--- src/rtl/reorder_buffer.sv ---
// In-order retirement buffer: dispatches allocate at tail, completions land out of order,
// the head retires in order, and a mispredicted branch at retirement flushes everything.

module reorder_buffer_entry #(
  parameter int WIDTH = 32
) (
  input  logic             clk,
  input  logic             reset,
  input  logic             flush,
  input  logic             disp_we,
  input  logic [4:0]       disp_rd_addr,
  input  logic             disp_rf_w_en,
  input  logic             disp_mem_w_en,
  input  logic             cmpl_sel,
  input  logic [WIDTH-1:0] cmpl_data,
  input  logic             cmpl_mispredict,
  input  logic [WIDTH-1:0] cmpl_br_tar,
  input  logic             retire,
  output logic             valid,
  output logic             done,
  output logic [4:0]       rd_addr,
  output logic             rf_w_en,
  output logic             mem_w_en,
  output logic             mispredict,
  output logic [WIDTH-1:0] data,
  output logic [WIDTH-1:0] br_tar
);

  // A dispatch only targets an invalid slot and a retire only a done one, so the
  // three update sources never collide on the same entry.
  always_ff @(posedge clk or posedge reset) begin
    if (reset) begin
      valid      <= 1'b0;
      done       <= 1'b0;
      rd_addr    <= '0;
      rf_w_en    <= 1'b0;
      mem_w_en   <= 1'b0;
      mispredict <= 1'b0;
      data       <= '0;
      br_tar     <= '0;
    end else if (flush) begin
      valid <= 1'b0;
      done  <= 1'b0;
    end else if (disp_we) begin
      valid      <= 1'b1;
      done       <= 1'b0;
      rd_addr    <= disp_rd_addr;
      rf_w_en    <= disp_rf_w_en;
      mem_w_en   <= disp_mem_w_en;
      mispredict <= 1'b0;
      data       <= '0;
      br_tar     <= '0;
    end else if (retire) begin
      valid <= 1'b0;
      done  <= 1'b0;
    end else if (cmpl_sel && valid && !done) begin
      done       <= 1'b1;
      data       <= cmpl_data;
      mispredict <= cmpl_mispredict;
      br_tar     <= cmpl_br_tar;
    end
  end

endmodule

module reorder_buffer #(
  parameter int WIDTH = 32,
  parameter int DEPTH = 8,
  parameter int TAG_W = 3
) (
  input  logic             clk,
  input  logic             reset,
  input  logic             disp_valid,
  output logic             disp_ready,
  input  logic [4:0]       disp_rd_addr,
  input  logic             disp_rf_w_en,
  input  logic             disp_mem_w_en,
  output logic [TAG_W-1:0] disp_tag,
  input  logic             cmpl_valid,
  input  logic [TAG_W-1:0] cmpl_tag,
  input  logic [WIDTH-1:0] cmpl_data,
  input  logic             cmpl_mispredict,
  input  logic [WIDTH-1:0] cmpl_br_tar,
  output logic             commit_valid,
  input  logic             commit_ready,
  output logic [4:0]       commit_rd_addr,
  output logic             commit_rf_w_en,
  output logic             commit_mem_w_en,
  output logic [WIDTH-1:0] commit_data,
  output logic             flush,
  output logic [WIDTH-1:0] flush_pc,
  output logic [TAG_W:0]   count,
  input  logic [4:0]       src1_addr,
  input  logic [4:0]       src2_addr,
  output logic             src1_hit,
  output logic             src1_done,
  output logic [TAG_W-1:0] src1_tag,
  output logic [WIDTH-1:0] src1_data,
  output logic             src2_hit,
  output logic             src2_done,
  output logic [TAG_W-1:0] src2_tag,
  output logic [WIDTH-1:0] src2_data
);

  typedef struct packed {
    logic             hit;
    logic             done;
    logic [TAG_W-1:0] tag;
    logic [WIDTH-1:0] data;
  } lookup_t;

  logic [DEPTH-1:0]            valid, done, rf_w_en, mem_w_en, mispredict;
  logic [DEPTH-1:0][4:0]       rd_addr;
  logic [DEPTH-1:0][WIDTH-1:0] data, br_tar;

  logic [TAG_W-1:0] head, tail, idx;
  logic [TAG_W:0]   cnt;
  logic             disp_fire, retire;
  logic [1:0][4:0]  src_addr;
  lookup_t [1:0]    lk;

  assign commit_valid    = valid[head] & done[head];
  assign commit_rd_addr  = rd_addr[head];
  assign commit_rf_w_en  = rf_w_en[head];
  assign commit_mem_w_en = mem_w_en[head];
  assign commit_data     = data[head];
  assign retire          = commit_valid & commit_ready;
  assign flush           = retire & mispredict[head];
  assign flush_pc        = flush ? br_tar[head] : '0;

  assign disp_ready = (cnt < (TAG_W+1)'(DEPTH)) && !flush;
  assign disp_fire  = disp_valid & disp_ready;
  assign disp_tag   = tail;
  assign count      = cnt;

  for (genvar i = 0; i < DEPTH; i++) begin : g_entry
    reorder_buffer_entry #(.WIDTH(WIDTH)) u_entry (
      .clk             (clk),
      .reset           (reset),
      .flush           (flush),
      .disp_we         (disp_fire && (tail == TAG_W'(i))),
      .disp_rd_addr    (disp_rd_addr),
      .disp_rf_w_en    (disp_rf_w_en),
      .disp_mem_w_en   (disp_mem_w_en),
      .cmpl_sel        (cmpl_valid && (cmpl_tag == TAG_W'(i))),
      .cmpl_data       (cmpl_data),
      .cmpl_mispredict (cmpl_mispredict),
      .cmpl_br_tar     (cmpl_br_tar),
      .retire          (retire && (head == TAG_W'(i))),
      .valid           (valid[i]),
      .done            (done[i]),
      .rd_addr         (rd_addr[i]),
      .rf_w_en         (rf_w_en[i]),
      .mem_w_en        (mem_w_en[i]),
      .mispredict      (mispredict[i]),
      .data            (data[i]),
      .br_tar          (br_tar[i])
    );
  end

  always_ff @(posedge clk or posedge reset) begin
    if (reset) begin
      head <= '0;
      tail <= '0;
      cnt  <= '0;
    end else if (flush) begin
      head <= '0;
      tail <= '0;
      cnt  <= '0;
    end else begin
      if (disp_fire) tail <= tail + 1'b1;
      if (retire)    head <= head + 1'b1;
      unique case ({disp_fire, retire})
        2'b10:   cnt <= cnt + 1'b1;
        2'b01:   cnt <= cnt - 1'b1;
        default: cnt <= cnt;
      endcase
    end
  end

  // Walk oldest to youngest so the last match wins: the youngest producer of the register.
  assign src_addr = {src2_addr, src1_addr};

  always_comb begin
    lk  = '0;
    idx = '0;
    for (int s = 0; s < 2; s++) begin
      for (int i = 0; i < DEPTH; i++) begin
        idx = head + TAG_W'(i);
        if (valid[idx] && rf_w_en[idx] && (src_addr[s] != 5'd0) &&
            (rd_addr[idx] == src_addr[s])) begin
          lk[s].hit  = 1'b1;
          lk[s].done = done[idx];
          lk[s].tag  = idx;
          lk[s].data = data[idx];
        end
      end
    end
  end

  assign src1_hit  = lk[0].hit;
  assign src1_done = lk[0].done;
  assign src1_tag  = lk[0].tag;
  assign src1_data = lk[0].data;
  assign src2_hit  = lk[1].hit;
  assign src2_done = lk[1].done;
  assign src2_tag  = lk[1].tag;
  assign src2_data = lk[1].data;

endmodule
--- config.mk ---
export PLATFORM = sky130hd
export DESIGN_NAME = reorder_buffer
export DESIGN_NICKNAME = d
export VERILOG_FILES = /design/src/rtl/reorder_buffer.sv
export SDC_FILE = /design/constraint.sdc
export NUM_CORES = 2
export LEC_CHECK = 0
export CORE_AREA = 2 2 338 340
export CTS_CLUSTER_DIAMETER = 40
export DETAILED_ROUTE_END_ITERATION = 12
export DIE_AREA = 0 0 340 342
export PLACE_DENSITY = 0.63
export SLEW_MARGIN = 20
export SYNTH_ARGS = -nofsm -noshare
export SYNTH_HDL_FRONTEND = slang
export SYNTH_SLANG_ARGS = --single-unit
--- constraint.sdc ---
create_clock -name clk -period 33.1 [get_ports clk]
set_clock_uncertainty 0.2 [all_clocks]
set_input_delay 4.965 -clock clk [delete_from_list [all_inputs] [get_ports clk]]
set_output_delay 4.965 -clock clk [all_outputs]
set_load 0.02 [all_outputs]
After elaboration in Yosys (flattened, before gate mapping)
Index checks and enable logic that the tools add are counted.
{ "totals": {"word_cells": 513, "out_inout_bits": 155, "ff_bits": 602} }
{ "op_classes": {"reduce_logical": 138, "bitwise": 5, "n_eq_ne": 47, "muxes": 237, "add_sub_neg": 10, "magnitude_cmp": 9} }
{ "ops": {"columns": ["cell", "count"], "rows": [
  ["two-way mux 32 bit", 58],
  ["binary-select mux 32 bit (select 3 bit)", 9],
  ["two-way mux 37 bit", 16],
  ["binary-select mux 5 bit (select 3 bit)", 8],
  ["two-way mux 1 bit", 106],
  ["logical AND 1 bit", 81],
  ["equality test 5 bit", 16],
  ["binary-select mux 1 bit (select 3 bit)", 26],
  ["two-way mux 5 bit", 8],
  ["equality test 3 bit, second input constant", 12],
  ["< comparator 3 x 4 -> 1 bit, second input constant", 8],
  ["nonzero test 4 bit", 8],
  ["nonzero test 3 bit", 9],
  ["AND reduction 3 bit", 8],
  ["nonzero test 2 bit", 10],
  ["equality test 3 x 2 -> 1 bit, second input constant", 6],
  ["inequality test 2 x 1 -> 1 bit, second input constant", 8],
  ["AND reduction 2 bit", 8],
  ["adder 3 bit, second input constant", 4],
  ["two-way mux 3 bit", 4],
  ["nonzero test 5 bit", 2],
  ["equality test 3 x 1 -> 1 bit, second input constant", 3],
  ["zero test 1 bit", 9],
  ["zero test 3 bit", 3],
  ["11 further kinds", 16]
]} }

Longest topological paths before layout
{ "depth": {"ltp_word": 13, "mapped_depth": 22, "mapped_depth_nobuf": 11} }

By module
Synthesis repeated with hierarchy kept, for this count alone.
{ "hier_totals": {"hier_cells": 4172, "hier_area_um2": 45670.1} }
{ "by_module_without_submodules": {"columns": ["module", "instances", "area_per_inst_um2", "cells_each"], "rows": [
  ["reorder_buffer_entry", 8, 3185.6, 246],
  ["reorder_buffer", 1, 20185.6, 2204]
]} }

Worst setup path after synthesis
No wires, ideal clock.
{ "synth_timing": {"kind": "input -> output", "start": "input src1_addr[3]", "end": "output src1_data[12]", "arrival_ns": 7.288, "path_slack_ns": 20.647, "path_stages": 11, "t_required_ns": 27.935, "n_path_buf": 3, "path_cell_list": "clkbuf_1 nor2_1 and2_1 nor3_1 and4_1 buf_2 buf_2 a21oi_1 o21ai_0 a21oi_1 o31ai_1"} }
{ "synth_between": {"elab_chain_cells": 11, "elab_cells_between_ends": 33, "classes_between": "eq/ne (8); mux (8); reduce/logical (17)"} }
{ "synth_rtl": {"columns": ["element", "line", "source"], "rows": [
  ["start, declared", "93", "input logic [4:0] src1_addr,"],
  ["nonzero test 5 bit", "190", "if (valid[idx] && rf_w_en[idx] && (src_addr[s] != 5'd0) &&"],
  ["logical AND 1 bit (2 in a row)", "190", null],
  ["two-way mux 37 bit (7 in a row)", "190", null],
  ["two-way mux 37 bit *", "190", null],
  ["end, declared", "98", "output logic [WIDTH-1:0] src1_data,"]
]} }
Mark *: on every way between the ends. The rest lies on a longest branch, timed or not.

Final worst setup path
{ "layout_timing": {"start": "input src2_addr[2]", "end": "output src2_data[24]"} }
{ "layout_between": {"elab_chain_cells": 11, "elab_cells_between_ends": 33, "classes_between": "eq/ne (8); mux (8); reduce/logical (17)"} }
{ "layout_rtl": {"columns": ["element", "line", "source"], "rows": [
  ["start, declared", "94", "input logic [4:0] src2_addr,"],
  ["nonzero test 5 bit", "190", null],
  ["logical AND 1 bit (2 in a row)", "190", null],
  ["two-way mux 37 bit (7 in a row)", "190", null],
  ["two-way mux 37 bit *", "190", null],
  ["end, declared", "102", "output logic [WIDTH-1:0] src2_data"]
]} }
Marked as above.

==> flow_summary_export.csv <==
group,metric,value,unit
yosys,yosysWarnings,0,
place,dp_hpwl,108000,um
floorplan,dieArea,0.116,sq mm
timing,period_needed,15.77,ns
power_and_ir_drop,vdd_drop_max,0.0000838,V
timing,final.period_utilization,47.6,%
floorplan,fp.dieH,342,um
place,dp_slack,17.59,ns
setup_path,crit_path_max_fanout,72,
cts,numCtsBuffers,103,
cts,cts_setup_buffers,0,
cts,ctsHoldBuffers,0,
route,drt_first_iter_violations,5400,
layout,area_growth,14.5,%
cts,cts_max_level,3,
floorplan,die_w,340,um
power_and_ir_drop,powerDensity,122,mW/mm^2
setup_path,critical_path_class,"input pin to output pin",
layout,drive_above_1_share,16.8,%
timing,setup_viol,0,
setup_path,worst_setup_path_start_kind,"input pin",
timing,setup_slack,17.33,ns
worst_hold_path,hp-class,"flop to flop",
cts,clk_path_buf_depth,3,
place,dp.cells,6267,
yosys,ys_ff_latch,602,
setup_path,crit_required,27.93,ns
grt,grt_pass1_wl,269000,um
grt,grt_antenna_before_repair,21,
timing,fin_tns_setup,0,ns
timing,maxSlewViolCount,0,
setup_path,rr_worst_depth,15,
grt,grt_overflow,0,
route,vias,41784,
run_status,outcome,"finished clean",
power_and_ir_drop,leakage,20.8,nW
layout,layout_common_cells,"nand2_1, a21oi_1, dfrtp_1",
power_and_ir_drop,p_total,6.25,mW
setup_path,worstReg2RegStart,"head[1]",
grt,grt_usage,30.4,%
yosys,yosysSeqAreaShare,33.6,%
grt,grt_pass1_vias,40509,
cts,clkTransAtPathRegs,0.06,ns
floorplan,floorplan.rows,124,
worst_hold_path,hp-start,"g_entry[1].u_entry.mem_w_en",
worst_hold_path,holdPathStages,1,
timing,timing.slew.headroom,17.0,%
route,ant_nets,0,
floorplan,start_util,39.6,%
grt,grt_start_max_net_pins,140,
yosys,async_reset_ff_share,100,%
timing,worst_pin_slew,1.24,ns
layout,nNetsFinal,4967,
setup_path,arrival,10.60,ns
yosys,netlist_area,0.0448,sq mm
timing,rsz0062_at_grt,"false",
layout,final_common_cell,"nand2_1",
yosys,synth-main-ff-cell,"dfrtp_1",
place,io_buffers,244,
yosys,syn_avg_cell_area,9.11,sq um
timing,holdWs,0.285,ns
cts,cts.sinks,602,
cts,cts_root_buf,"clkbuf_16",
timing,fmax,63.4,MHz
place,gp_congestion,0.951,
job,maxCapViolations,0,
cts,clock_latency,0.72,ns
route,wire_per_inst,27.9,um
floorplan,core_area,0.113,sq mm
cts,cts_resized,0,
yosys,synth.distinct_cells,101,
route,wirelength,180000,um
setup_path,reg2reg_to,"g_entry[4].u_entry.rf_w_en",
floorplan,ios,245,
yosys,syn_inst,4923,
setup_path,cp-end-kind,"output pin",
yosys,synth_nets,5029,
timing,hold_viol_final,0,
route,drc_errors,0,
route,dr.pass1.iters,9,
worst_hold_path,whs_endpoint,"g_entry[1].u_entry.mem_w_en",
layout,final_cell_count_no_fill,6464,
setup_path,r2r_slack,26.26,ns
yosys,synth-edff-count,0,
cts,cts_tree,"built",
route,via_per_inst,6.46,
## critical path, cell delays in order
cell	delay [ns]
clkdlybuf4s50_1	0.75
nor4_1	0.47
nand2_1	0.28
o21ai_0	0.15
a211oi_1	0.06
o211ai_1	0.17
buf_4	0.71
and3_1	0.27
buf_4	0.44
and3_1	0.82
o21ai_0	0.23
o211ai_1	0.50
clkdlybuf4s50_1	0.72
## how the worst max path moves through the flow
| stage | from | end | slack (ns) | cells after the start |
|---|---|---|---|---|
| 2_1_floorplan | reset | count[0] | 11.08 | 1 |
| 3_3_place_gp | src2_addr[2] | src2_data[24] | 17.56 | 13 |
| 3_5_place_dp | src2_addr[2] | src2_data[24] | 17.59 | 13 |
| 4_1_cts | src2_addr[2] | src2_data[24] | 17.56 | 13 |
| 5_1_grt | src2_addr[2] | src2_data[24] | 17.33 | 13 |
| 6_report | src2_addr[2] | src2_data[24] | 17.33 | 13 |
## synth_stat cells (13+ instances only)
cell type / instances / share of area, %
a21oi_1: 646 / 7.2
o22ai_1: 75 / 1.0
nand2_1: 1486 / 12
clkbuf_1: 179 / 1.5
dfrtp_1: 602 / 34
buf_2: 220 / 2.5
mux4_2: 366 / 18
ha_1: 16 / 0.45
o21ai_1: 47 / 0.52
and3_1: 20 / 0.28
o211ai_1: 28 / 0.47
nand4_1: 21 / 0.29
or3_1: 19 / 0.27
a211oi_1: 17 / 0.28
inv_1: 36 / 0.30
mux2i_1: 253 / 5.6
o21ai_0: 133 / 1.5
o221ai_1: 30 / 0.59
nand2b_1: 13 / 0.18
xnor2_1: 55 / 1.1
a21o_1: 13 / 0.22
nor4_1: 14 / 0.20
a221o_1: 19 / 0.42
a2111oi_0: 14 / 0.27
mux2_2: 108 / 2.7
buf_4: 26 / 0.44
xor2_1: 15 / 0.29
a22o_1: 29 / 0.57
nor3_1: 19 / 0.21
nor2b_1: 20 / 0.28
nand3_1: 32 / 0.36
nor2_1: 116 / 0.97
buf_1: 44 / 0.37
## per-stage QoR
step	utilization, %	cell area (sq um)
2_1_floorplan	-	44800
3_3_place_gp	42.1	47600
3_5_place_dp	42.1	47600
4_1_cts	45.4	51300
5_1_grt	45.4	51400
6_report	45.4	51400
## sequential cells by signal, summed over array words and instances, names as in the netlist
register                    cells
g_entry.u_entry.br_tar        256
g_entry.u_entry.data          256
g_entry.u_entry.rd_addr        40
g_entry.u_entry.done            8
g_entry.u_entry.mem_w_en        8
g_entry.u_entry.mispredict      8
g_entry.u_entry.rf_w_en         8
g_entry.u_entry.valid           8
count                           4
disp_tag                        3
head                            3
## area by class of cell
| type | count | area, sq um |
|---|---|---|
| fill | 10623 | 61700 |
| clock inverter | 62 | 830 |
| inverter | 40 | 163 |
| sequential | 602 | 15100 |
| multi-input combinational | 3782 | 27400 |
| clock buffer | 129 | 2860 |
| tap | 1512 | 1890 |
| timing repair buffer | 332 | 3150 |
| antenna | 5 | 12.5 |
## where the power goes
part,internal [mW],switching [mW],leakage [nW],total [mW]
registers,1.06,0.359,7.88,1.42
logic,1.58,2.13,11.1,3.70
clock network,0.706,0.419,1.76,1.13
## routing by layer
layer	GRT usage (%)	vias to the layer above	wire, um
met3	8.71	694	21800
met1	39.4	20754	68400
li1	-	17519	-
met4	16.1	24	9920
met2	46.3	2793	79800
met5	0	-	143
## kinds of logic (layout without fill, tap and decap cells)
family | count (synthesis) | count (layout) | synth area share [%]
AND/OR/NAND/NOR | 1826 | 1826 | 16.8
XOR/XNOR | 72 | 72 | 1.44
multiplexers | 744 | 744 | 27.3
other | 0 | 5 | 0
AO/OA/AOI/OAI | 1123 | 1123 | 14.5
flip-flops | 602 | 602 | 33.6
buffers and inverters | 539 | 563 | 5.84
adder cells (fa/ha/maj) | 17 | 17 | 0.469
No activity file was read; power rests on OpenSTA's default activity.
